[src/rtl/pipe_ctrl.sv]
`default_nettype none
// ============================================================================
//  Module   : pipe_ctrl
//  Brief    : RV32 ID-stage decoder, ID/EX control register and hazard unit
//             (load-use, multi-cycle mul, taken-branch flush).
//             Define PIPE_CTRL_MUL_EN to decode mul and enable MUL_WAIT.
//  Revision : 1.0 - initial release
// ============================================================================
module pipe_ctrl #(
    parameter int MUL_LATENCY = 3,
    parameter int FLUSH_DEPTH = 1,
    parameter int REG_ADDR_W  = 5
) (
    input  logic                  clk_i,
    input  logic                  rst_i,
    input  logic [31:0]           inst_i,
    input  logic                  inst_valid_i,
    input  logic                  beq_taken_i,
    output logic [2:0]            alu_op_o,
    output logic                  alu_src_o,
    output logic                  mem_rd_o,
    output logic                  mem_wr_o,
    output logic                  reg_wr_o,
    output logic [REG_ADDR_W-1:0] rd_o,
    output logic                  ctrl_valid_o,
    output logic                  stall_o,
    output logic                  flush_o,
    output logic                  pc_sel_o,
    output logic                  illegal_o
);

    localparam logic [6:0] c_OP_RTYPE = 7'b0110011;
    localparam logic [6:0] c_OP_ADDI  = 7'b0010011;
    localparam logic [6:0] c_OP_LW    = 7'b0000011;
    localparam logic [6:0] c_OP_SW    = 7'b0100011;
    localparam logic [6:0] c_OP_BEQ   = 7'b1100011;

    localparam logic [2:0] c_ALU_LW   = 3'b000;
    localparam logic [2:0] c_ALU_AND  = 3'b001;
    localparam logic [2:0] c_ALU_OR   = 3'b010;
    localparam logic [2:0] c_ALU_ADD  = 3'b011;
    localparam logic [2:0] c_ALU_SUB  = 3'b100;
    localparam logic [2:0] c_ALU_BEQ  = 3'b110;
    localparam logic [2:0] c_ALU_SW   = 3'b111;
`ifdef PIPE_CTRL_MUL_EN
    localparam logic [2:0] c_ALU_MUL  = 3'b101;
`endif

    localparam int c_CNT_MAX = (MUL_LATENCY > FLUSH_DEPTH) ? MUL_LATENCY : FLUSH_DEPTH;
    localparam int c_CNT_W   = $clog2(c_CNT_MAX + 1);

    typedef enum logic [1:0] {
        RUN      = 2'd0,
`ifdef PIPE_CTRL_MUL_EN
        MUL_WAIT = 2'd2,
`endif
        FLUSH    = 2'd1
    } state_t;

    typedef struct packed {
        logic                  valid;
        logic [2:0]            alu_op;
        logic                  alu_src;
        logic                  mem_rd;
        logic                  mem_wr;
        logic                  reg_wr;
        logic [REG_ADDR_W-1:0] rd;
    } ctrl_t;

    state_t               state_q, state_d;
    logic [c_CNT_W-1:0]   cnt_q, cnt_d;
    ctrl_t                ctrl_q, ctrl_d;
    logic                 illegal_q, illegal_d;

    ctrl_t                w_dec;
    logic                 w_dec_legal;
    logic                 w_uses_rs2;
    logic                 w_taken;
    logic                 w_load_use;

    logic [6:0] w_opcode;
    logic [2:0] w_funct3;
    logic [6:0] w_funct7;
    assign w_opcode = inst_i[6:0];
    assign w_funct3 = inst_i[14:12];
    assign w_funct7 = inst_i[31:25];

    always_comb begin
        w_dec        = '0;
        w_dec.valid  = 1'b1;
        w_dec.rd     = REG_ADDR_W'(inst_i[11:7]);
        w_dec_legal  = 1'b1;
        w_uses_rs2   = 1'b0;
        case (w_opcode)
            c_OP_RTYPE: begin
                w_uses_rs2   = 1'b1;
                w_dec.reg_wr = 1'b1;
                if (w_funct7 == 7'b0000000 && w_funct3 == 3'b000)      w_dec.alu_op = c_ALU_ADD;
                else if (w_funct7 == 7'b0000000 && w_funct3 == 3'b111) w_dec.alu_op = c_ALU_AND;
                else if (w_funct7 == 7'b0000000 && w_funct3 == 3'b110) w_dec.alu_op = c_ALU_OR;
                else if (w_funct7 == 7'b0100000 && w_funct3 == 3'b000) w_dec.alu_op = c_ALU_SUB;
`ifdef PIPE_CTRL_MUL_EN
                else if (w_funct7 == 7'b0000001 && w_funct3 == 3'b000) w_dec.alu_op = c_ALU_MUL;
`endif
                else                                                   w_dec_legal  = 1'b0;
            end
            c_OP_ADDI: begin
                w_dec.alu_op  = c_ALU_ADD;
                w_dec.alu_src = 1'b1;
                w_dec.reg_wr  = 1'b1;
            end
            c_OP_LW: begin
                w_dec.alu_op  = c_ALU_LW;
                w_dec.alu_src = 1'b1;
                w_dec.mem_rd  = 1'b1;
                w_dec.reg_wr  = 1'b1;
            end
            c_OP_SW: begin
                w_uses_rs2    = 1'b1;
                w_dec.alu_op  = c_ALU_SW;
                w_dec.alu_src = 1'b1;
                w_dec.mem_wr  = 1'b1;
            end
            c_OP_BEQ: begin
                w_uses_rs2    = 1'b1;
                w_dec.alu_op  = c_ALU_BEQ;
            end
            default: w_dec_legal = 1'b0;
        endcase
        if (!w_dec_legal) begin
            w_dec = '0;
        end
    end

    // Hazard detection looks at the raw IF/ID fields, independent of legality.
    assign w_taken    = ctrl_q.valid && (ctrl_q.alu_op == c_ALU_BEQ) && beq_taken_i;
    assign w_load_use = ctrl_q.valid && ctrl_q.mem_rd && (ctrl_q.rd != '0) &&
                        ((ctrl_q.rd == REG_ADDR_W'(inst_i[19:15])) ||
                         (w_uses_rs2 && (ctrl_q.rd == REG_ADDR_W'(inst_i[24:20]))));

    always_comb begin
        state_d   = state_q;
        cnt_d     = cnt_q;
        ctrl_d    = ctrl_q;
        illegal_d = 1'b0;
        stall_o   = 1'b0;
        flush_o   = 1'b0;
        pc_sel_o  = 1'b0;
        case (state_q)
            RUN: begin
                if (w_taken) begin
                    pc_sel_o = 1'b1;
                    flush_o  = 1'b1;
                    ctrl_d   = '0;
                    if (FLUSH_DEPTH > 1) begin
                        state_d = FLUSH;
                        cnt_d   = c_CNT_W'(FLUSH_DEPTH - 1);
                    end
                end else if (w_load_use) begin
                    stall_o = 1'b1;
                    ctrl_d  = '0;
                end else begin
                    ctrl_d    = inst_valid_i ? w_dec : '0;
                    illegal_d = inst_valid_i && !w_dec_legal;
`ifdef PIPE_CTRL_MUL_EN
                    if (inst_valid_i && w_dec_legal && (w_dec.alu_op == c_ALU_MUL) &&
                        (MUL_LATENCY > 1)) begin
                        state_d = MUL_WAIT;
                        cnt_d   = c_CNT_W'(MUL_LATENCY - 1);
                    end
`endif
                end
            end
`ifdef PIPE_CTRL_MUL_EN
            MUL_WAIT: begin
                stall_o = 1'b1;
                cnt_d   = cnt_q - c_CNT_W'(1);
                if (cnt_q <= c_CNT_W'(1)) begin
                    state_d = RUN;
                end
            end
`endif
            FLUSH: begin
                flush_o = 1'b1;
                ctrl_d  = '0;
                cnt_d   = cnt_q - c_CNT_W'(1);
                if (cnt_q <= c_CNT_W'(1)) begin
                    state_d = RUN;
                end
            end
            default: state_d = RUN;
        endcase
    end

    always_ff @(posedge clk_i) begin
        if (rst_i) begin
            state_q   <= RUN;
            cnt_q     <= '0;
            ctrl_q    <= '0;
            illegal_q <= 1'b0;
        end else begin
            state_q   <= state_d;
            cnt_q     <= cnt_d;
            ctrl_q    <= ctrl_d;
            illegal_q <= illegal_d;
        end
    end

    assign alu_op_o     = ctrl_q.alu_op;
    assign alu_src_o    = ctrl_q.alu_src;
    assign mem_rd_o     = ctrl_q.mem_rd;
    assign mem_wr_o     = ctrl_q.mem_wr;
    assign reg_wr_o     = ctrl_q.reg_wr;
    assign rd_o         = ctrl_q.rd;
    assign ctrl_valid_o = ctrl_q.valid;
    assign illegal_o    = illegal_q;

endmodule
`default_nettype wire

[config.mk]
export PLATFORM = sky130hd
export DESIGN_NAME = pipe_ctrl
export DESIGN_NICKNAME = d
export VERILOG_FILES = /design/src/rtl/pipe_ctrl.sv
export SDC_FILE = /design/constraint.sdc
export NUM_CORES = 1
export LEC_CHECK = 0
export CORE_AREA = 2 2 52 54
export CTS_BUF_LIST = sky130_fd_sc_hd__clkbuf_8
export CTS_CLUSTER_SIZE = 25
export DETAILED_ROUTE_END_ITERATION = 10
export DIE_AREA = 0 0 54 56
export PLACE_DENSITY = 0.87
export SLEW_MARGIN = 25
export SYNTH_ARGS = -nofsm -noshare
export SYNTH_HDL_FRONTEND = slang
export SYNTH_SLANG_ARGS = --single-unit
[constraint.sdc]
create_clock -name clk_i -period 2.15 [get_ports clk_i]
set_input_delay 0.645 -clock clk_i [delete_from_list [all_inputs] [get_ports clk_i]]
set_output_delay 0.645 -clock clk_i [all_outputs]
set_load 0.05 [all_outputs]
Word level (Yosys, flattened, before mapping). Cells that the tools add are included.

Logic and storage cells: 78. Output and inout bits: 17. Latch bits: 0. Memories: 0. Memory bits (read-only): 0. Register bits after elaboration: 18. Bits in writable memories: 0. Input bits: 36.

$lt $le $gt $ge: 1. Equal/unequal tests: 13. Mux-type cells: 28. Reduce and logical (&&, ||, !) cells: 24. Add/sub/neg operators: 1. Shifts and indexed selects: 0. Div/mod/pow operators: 0. $mul: 0. Bitwise logic cells: 1.

Operator list (number): $mux W13 (4); $pmux W13 S2 (1); $eq A7 B6 Y1 const B (3); $mux W1 (14); $mux W3 (4); $pmux W3 S4 (1); $logic_and A1 B1 Y1 (11); $eq A5 B5 Y1 (2); $eq A3 B3 Y1 const B (3); $reduce_or A3 Y1 (3); $reduce_or A4 Y1 (2); $eq A7 B2 Y1 const B (1); $eq A7 B5 Y1 const B (1); $eq A7 B7 Y1 const B (1); $logic_not A7 Y1 (1); $reduce_bool A5 Y1 (1); $pmux W1 S2 (2); $pmux W2 S2 (1); $logic_not A3 Y1 (1); $eq A2 B1 Y1 const B (1); $le A2 B1 Y1 const B (1); $logic_not A2 Y1 (1); $mux W2 (1); $ne A2 B2 Y1 const B (1); other kinds (6) (6).

Longest topological paths before layout. Gate-level depths: netlist of the first run.

Depth in word-level cells: 12. Gate-level depth with buffers: 7.

Worst setup path before layout of the first run. Ideal clock, no wire load.

Path type: input to output. From: in inst_i[3]. To: out stall_o. Arrival time: 2.045 ns. Cell stages on the path: 5. Slack: -0.540 ns. Path buffers: 0. Cells stage by stage: nor2_1 nand4_1 nor4_1 nor2_1 nor2_1.

Cells in the longest elaborated chain, start to end: 9.

RTL lines: start, declared (line 16) `input logic [31:0] inst_i,`; $eq A7 B7 Y1 / $eq A7 B6 Y1 (equally long branches) (line 94) `case (w_opcode)`; $reduce_or A3 Y1 (no line) *; $mux W1 * (line 94); $logic_and A1 B1 Y1 * (line 139) `(w_uses_rs2 && (ctrl_q.rd == REG_ADDR_W'(inst_i[24:20]))));`; $logic_or A1 B1 Y1 * (line 138) `((ctrl_q.rd == REG_ADDR_W'(inst_i[19:15])) ||`; $logic_and A1 B1 Y1 * (line 137) `assign w_load_use = ctrl_q.valid && ctrl_q.mem_rd && (ctrl_q.rd != '0) &&`; $mux W1 * (line 159) `end else if (w_load_use) begin`; $mux W1 * (line 151) `if (w_taken) begin`; $mux W1 * (line 149) `case (state_q)`; end, declared (line 26) `output logic stall_o,`.

Every way passes the cells marked *; elsewhere a longest branch is shown, timed or not.

Worst setup path after layout of the first run.
From: in inst_i[15]. To: out stall_o.

Cells in the longest elaborated chain, start to end: 6.

RTL lines (line): $eq A5 B5 Y1 (138); $logic_or A1 B1 Y1 (138); $logic_and A1 B1 Y1 (137); $mux W1 (159); $mux W1 (151); $mux W1 (149).

Every way passes these cells.

==> impl_metrics.env, run 1 <==
export IMPL_run_status="complete, but fails checks"
export IMPL_failed_checks="negative setup slack"
export IMPL_die_width_microns=54
export IMPL_ys_top_cells_by_area="sky130_fd_sc_hd__dfxtp_1 (37%), sky130_fd_sc_hd__xnor2_1 (9.3%), sky130_fd_sc_hd__nor3b_1 (6.0%)"
export IMPL_leakagePower_nw=0.7912
export IMPL_cp_buffers_inverters=2
export IMPL_fin_ws_ps=-346.4
export IMPL_p_per_area_mw_per_mm2=346.7
export IMPL_synth_edff_count=0
export IMPL_hold_depth=3
export IMPL_hold_path_end="mem_rd_o"
export IMPL_crit_arrival_ps=1850
export IMPL_num_antenna_cells=0
export IMPL_slew_limit_headroom_pct=65.04
export IMPL_layout_commonest_cell="sky130_fd_sc_hd__buf_4"
export IMPL_synthesis_area_sq_um=754.5
export IMPL_finalSetupViolCount=14
export IMPL_numPlacedInstances=182
export IMPL_grt_first_pass_wirelength_mm=3.788
export IMPL_hold_violations=0
export IMPL_port_buffer_count=52
export IMPL_setup_tns_final_ps=-1320
export IMPL_synth_main_ff_cell="sky130_fd_sc_hd__dfxtp_1"
export IMPL_hold_slack_ps=735.7
export IMPL_grt_pass1_vias=964
export IMPL_grt_max_degree=9
export IMPL_power_total_w=0.0006198
export IMPL_rsz_0062_raised_after_global_routing="yes"
export IMPL_final_fill_count=155
export IMPL_layout_stage_area_growth_over_the_synthesis_result_pct=137.0
export IMPL_layout_common_cells="sky130_fd_sc_hd__buf_4 (26), sky130_fd_sc_hd__clkdlybuf4s50_1 (18), sky130_fd_sc_hd__dfxtp_1 (9), sky130_fd_sc_hd__dlygate4sd2_1 (9)"
export IMPL_drtIter0Drc=9
export IMPL_cts_buffers=3
export IMPL_grt_antenna_before_repair=0
export IMPL_start_util_pct=31.02
export IMPL_setup_worst_path_end_class="output pin"
export IMPL_grt_usage_pct=16.77
export IMPL_fin_crit_sh_pct=116.1
export IMPL_timing_critical_path_depth=7
export IMPL_drive_above_1_share_pct=50.00
export IMPL_timing_max_transition_violations_final=0
export IMPL_io_pins=53
export IMPL_synth_top_cell_by_area="sky130_fd_sc_hd__dfxtp_1"
export IMPL_cp_cell_sequence="dlygate4sd2_1 -> xnor2_1 -> nand3_1 -> nor4_2 -> nor2_2 -> nor2_4 -> buf_12"
export IMPL_synth_seq_cells=14
export IMPL_ctsRootBufferMaster="sky130_fd_sc_hd__clkbuf_8"
export IMPL_number_of_search_and_repair_iterations_in_the_first_detailed_routing_pass=4
export IMPL_r2r_cells=7
export IMPL_r2r_end="reg_wr_o"
export IMPL_num_rows=18
export IMPL_cpLargestDelayFamily="simple AND/OR/NAND/NOR gates"
export IMPL_critPathMaxStageDelay_ps=270
export IMPL_post_synth_cell_area_avg_sq_um=9.090
export IMPL_ant_nets=0
export IMPL_worstHoldPathType="in2reg"
export IMPL_irDropWorstVdd_v=0.0002378
export IMPL_timing_final_crit_period_ps=2496
export IMPL_netlist_area_leader_share_pct=37.15
export IMPL_path_class="in2out"
export IMPL_clock_fmax_mhz=400.6
export IMPL_tritoncts="built"
export IMPL_worstSetupStartpointType="primary input"
export IMPL_timing_max_cap_violations=0
export IMPL_drc_errors=0
export IMPL_wirelength_mm=2.813
export IMPL_critical_path_slowest_cell="sky130_fd_sc_hd__nor4_2"
export IMPL_cp_required_ps=1500
export IMPL_yosys_cell_types_count=30
export IMPL_syn_instance_count=83
export IMPL_final_cell_count_no_fill=194
export IMPL_layout_core_utilization_pct=73.51
export IMPL_globalRouteOverflowTotal=0
export IMPL_postSynth_asyncResetShare_pct=0
export IMPL_h_tree_depth=1
export IMPL_yosys_warnings=0
export IMPL_clock_sink_count=14
export IMPL_reg2reg_setup_slack_ps=-120
export IMPL_worstPathMaxFanout=2
export IMPL_clock_tree_buffer_depth=2
export IMPL_rr_startpoint="rd_o[4]"
export IMPL_worstHoldStart="inst_i[5]"
export IMPL_place_congestion=0.7940
export IMPL_clk_transition_reported_paths_ps=50
export IMPL_worst_pin_slew_ps=522.8
export IMPL_drt_wirelength_per_cell_microns=14.50
export IMPL_synth_yosys_seq_area_share_pct=37.15
export IMPL_worstSkewPairLatency_ps=240
export IMPL_fp_dieArea_sq_mm=0.003024
export IMPL_worst_clock_skew_ps=0.5876
export IMPL_synth_net_count=119
export IMPL_via_per_inst=5.005
export IMPL_design_final_nets=201
export IMPL_core_region_area_sq_mm=0.002432
export IMPL_routed_via_count=971
export IMPL_y_dimension_of_the_die_microns=56
export IMPL_dp_hpwl_mm=1.950
==> layer usage <==
metal / part of all wire, % / global-route usage [%] / routed length [microns]
met5: 0 / 0 / 0
met4: 1.2 / 7.143 / 34
met3: 10 / 4.032 / 284
met2: 56 / 33.80 / 1569
met1: 33 / 14.26 / 925
==> worst max path at each step <==
stage | end | start | slack (ps)
after global routing | stall_o | inst_i[15] | -370
after global placement | stall_o | inst_i[22] | -570
final | stall_o | inst_i[15] | -350
after detailed placement | stall_o | inst_i[22] | -630
after floorplan | stall_o | inst_i[3] | -130
after CTS | stall_o | rd_o[4] | -260
==> synthesized netlist by cell type, types with 2 or more instances <==
cell and count:
sky130_fd_sc_hd__and2b_1 2, sky130_fd_sc_hd__nor4_2 2, sky130_fd_sc_hd__clkbuf_1 2, sky130_fd_sc_hd__a31oi_1 2
sky130_fd_sc_hd__dfxtp_1 14, sky130_fd_sc_hd__xnor2_1 8, sky130_fd_sc_hd__nor4_1 6, sky130_fd_sc_hd__xor2_1 3
sky130_fd_sc_hd__nand2_1 3, sky130_fd_sc_hd__nor2_1 9, sky130_fd_sc_hd__nor3_1 5, sky130_fd_sc_hd__nor3b_1 6
sky130_fd_sc_hd__o211ai_1 3, sky130_fd_sc_hd__nand4_1 2
==> flip-flops by register name, indices dropped and copies added, names as in the netlist <==
name and flops:
alu_src_o 1, ctrl_valid_o 1, mem_rd_o 1, reg_wr_o 1
alu_op_o 3, illegal_o 1, rd_o 5, mem_wr_o 1
==> metrics by stage <==
| stage | instance area, sq um | setup WS, ps |
|---|---|---|
| 5_1_grt | 1788 | -373.5 |
| 6_report | 1788 | -346.4 |
| 2_1_floorplan | 793.3 | -130.0 |
| 3_5_place_dp | 1515 | -632.9 |
| 4_1_cts | 1672 | -263.8 |
| 3_3_place_gp | 1515 | -565.7 |
==> tightest hold or removal path: stages <==
cell                       delay [ps]
sky130_fd_sc_hd__clkbuf_2          90
sky130_fd_sc_hd__buf_4            140
sky130_fd_sc_hd__nor4_2            50
==> power by group <==
group	internal [W]	leakage (nW)	switching, W
Clock	0.000126	0.0231	0.0000842
Sequential	0.000259	0.116	0.000000783
Combinational	0.0000875	0.652	0.0000624
==> timing repair <==
action,in CTS,in global routing
pin swaps,29,22
hold buffers,0,0
hold endpoints to repair,0,0
resized for setup,55,32
endpoints found under the setup margin,15,17
buffers inserted,6,2
==> logic make-up (layout without fill, tap and decap cells) <==
logic type | count (synthesis) | count (layout) | synth area share, %
buf+inv | 5 | 86 | 3.980
compound gates | 10 | 10 | 10.78
xor+xnor | 11 | 11 | 12.77
simple gates | 43 | 43 | 35.32
flops | 14 | 14 | 37.15
==> final cells by class <==
type / count / area [sq um] / share of cell area, %
sequential: 14 / 291.5 / 16.31
clock inverter: 1 / 3.754 / 0.2099
tap: 30 / 37.54 / 2.099
clock buffer: 3 / 41.29 / 2.309
multi-input combinational: 64 / 640.6 / 35.83
inverter: 1 / 3.754 / 0.2099
timing repair buffer: 81 / 769.5 / 43.04
No activity file was read; power rests on OpenSTA's default activity.
==> run 2: changes to the inputs <==
- CELL_PAD_IN_SITES_DETAIL_PLACEMENT: unset -> 0
- CELL_PAD_IN_SITES_GLOBAL_PLACEMENT: unset -> 2
- CORE_AREA: 2 2 52 54 -> 2 2 98 53
- DIE_AREA: 0 0 54 56 -> 0 0 100 55
- PLACE_DENSITY: 0.87 -> 0.88
==> run 2 against run 1 <==
Against the previous run:
- the run still ends with negative setup slack left
- wire length down 1.8%
- clock-buffer cell count did not move
- hold slack better by 140 ps
- global-route usage down 7.0 points
- die area grew 82%
- setup slack better by 100 ps
- flip-flop and latch count stayed put
- clock power shrank 2%
==> impl_metrics.env, run 2 (synthesis gave the netlist of run 1 again) <==
export IMPL_run_status="complete, but fails checks"
export IMPL_failed_checks="negative setup slack"
export IMPL_clk_transition_reported_paths_ps=50
export IMPL_cp_buffers_inverters=2
export IMPL_fin_ws_ps=-244.4
export IMPL_timing_max_transition_violations_final=0
export IMPL_worstSetupStartpointType="primary input"
export IMPL_r2r_cells=7
export IMPL_num_antenna_cells=0
export IMPL_area_of_the_multi_input_gates_sq_um=665.6
export IMPL_io_pins=53
export IMPL_clock_fmax_mhz=417.6
export IMPL_dp_hpwl_mm=2.222
export IMPL_largest_register_ff_count=5
export IMPL_irDropWorstVdd_v=0.0002085
export IMPL_clock_sink_count=14
export IMPL_layout_stage_area_growth_over_the_synthesis_result_pct=135.5
export IMPL_p_per_area_mw_per_mm2=344.4
export IMPL_power_total_w=0.0006119
export IMPL_timing_critical_path_depth=7
export IMPL_cp_required_ps=1500
export IMPL_drtIter0Drc=25
export IMPL_cpLargestDelayFamily="simple AND/OR/NAND/NOR gates"
export IMPL_place_congestion=0.7724
export IMPL_die_width_microns=100
export IMPL_grt_pass1_vias=856
export IMPL_fin_crit_sh_pct=111.4
export IMPL_timing_max_cap_violations=0
export IMPL_leakagePower_nw=0.7344
export IMPL_setup_tns_final_ps=-1208
export IMPL_crit_arrival_ps=1750
export IMPL_worstPathMaxFanout=2
export IMPL_worst_pin_slew_ps=506.7
export IMPL_tritoncts="built"
export IMPL_slew_limit_headroom_pct=66.11
export IMPL_port_buffer_count=52
export IMPL_design_final_nets=200
export IMPL_ant_nets=0
export IMPL_layout_common_cells="sky130_fd_sc_hd__buf_4 (37), sky130_fd_sc_hd__dlygate4sd2_1 (12), sky130_fd_sc_hd__clkdlybuf4s50_1 (12)"
export IMPL_clock_tree_buffer_depth=2
export IMPL_number_of_search_and_repair_iterations_in_the_first_detailed_routing_pass=4
export IMPL_hold_depth=3
export IMPL_cts_hold_fix_buffers=0
export IMPL_hold_slack_ps=871.8
export IMPL_critical_path_slowest_cell="sky130_fd_sc_hd__nor4_4"
export IMPL_seq_area_sq_um=291.5
export IMPL_final_fill_count=471
export IMPL_worst_clock_skew_ps=2.212
export IMPL_cts_buffers=3
export IMPL_drt_wirelength_per_cell_microns=12.39
export IMPL_num_rows=18
export IMPL_setup_worst_path_end_class="output pin"
export IMPL_timing_final_crit_period_ps=2394
export IMPL_start_util_pct=16.11
export IMPL_grt_max_degree=9
export IMPL_critPathMaxStageDelay_ps=290
export IMPL_detailedPlace_worstSlack_ps=-626.5
export IMPL_worstHoldPathType="in2reg"
export IMPL_hold_violations=0
export IMPL_drive_above_1_share_pct=58.28
export IMPL_grt_first_pass_wirelength_mm=4.133
export IMPL_h_tree_depth=1
export IMPL_drc_errors=0
export IMPL_via_per_inst=4.067
export IMPL_globalRouteOverflowTotal=0
export IMPL_layout_commonest_cell="sky130_fd_sc_hd__buf_4"
export IMPL_wirelength_mm=2.763
export IMPL_grt_usage_pct=9.812
export IMPL_cp_cell_sequence="clkdlybuf4s15_1 -> xnor2_1 -> nand2_1 -> nor4_4 -> nor2_2 -> nor2_4 -> buf_12"
export IMPL_y_dimension_of_the_die_microns=55
export IMPL_path_class="in2out"
export IMPL_rsz_0062_raised_after_global_routing="yes"
export IMPL_core_region_area_sq_mm=0.004684
export IMPL_fp_dieArea_sq_mm=0.005500
export IMPL_worstSkewPairLatency_ps=240
export IMPL_routed_via_count=907
export IMPL_finalSetupViolCount=12
export IMPL_grt_antenna_before_repair=0
export IMPL_layout_core_utilization_pct=37.93
export IMPL_ctsRootBufferMaster="sky130_fd_sc_hd__clkbuf_8"
-- run 2: path summary, 6_finish.rpt --
kind	slack (ps)	from	end
max	-240	inst_i[24]	stall_o
min	870	inst_i[5]	mem_rd_o
max reg2reg	-120	rd_o[4]	mem_wr_o
min reg2reg	990	ctrl_valid_o	alu_op_o[2]
-- run 2: power breakdown --
| group | internal [W] | switching (W) | leakage, nW |
|---|---|---|---|
| registers | 0.000259 | 0.000000751 | 0.116 |
| logic | 0.0000835 | 0.0000628 | 0.591 |
| clock network | 0.000126 | 0.0000802 | 0.0269 |
-- run 2: layout make-up --
type / instances / share of cell area (%)
repair buffers: 80 / 39.16
multi-input cells: 64 / 37.46
flip-flops and latches: 14 / 16.41
well taps: 60 / 4.225
clock buffers: 3 / 2.324
clock inverters: 1 / 0.2113
inverters: 1 / 0.2113
-- run 2: worst reg2reg max path, cell delays in order (launching register included) --
cell,delay [ps]
sky130_fd_sc_hd__dfxtp_2,320
sky130_fd_sc_hd__or4_4,540
sky130_fd_sc_hd__o211ai_4,240
sky130_fd_sc_hd__nor4_4,60
sky130_fd_sc_hd__buf_4,130
sky130_fd_sc_hd__or4_4,570
sky130_fd_sc_hd__buf_12,180
sky130_fd_sc_hd__and2b_1,170
-- run 2: per-layer routing --
layer  up-vias  wire, microns  GRT usage (%)
met2        23           1330          16.55
met3         4            174          3.392
met1       410           1217          12.47
li1        470              -              -
met5         -              0              0
met4         0             40          2.055
-- run 2: through the flow --
stage / instances / instance area, sq um
5_1_grt: 223 / 1777
6_report: 223 / 1777
3_5_place_dp: 212 / 1520
4_1_cts: 221 / 1675
3_3_place_gp: 212 / 1520
2_1_floorplan: 83 / 793.3
-- run 2: timing repair --
| action | CTS | global route |
|---|---|---|
| endpoints found under the setup margin | 15 | 14 |
| cloned | 0 | 0 |
| setup buffers | 5 | 2 |
| resized for setup | 53 | 27 |
| hold endpoints to repair | 0 | 0 |
| pin swaps | 35 | 24 |
==> run 3: changes to the inputs <==
- CTS_CLUSTER_SIZE: 25 -> unset
==> results of run 3 <==
No change in the layout: final DEF, timing and power equal those of run 2.
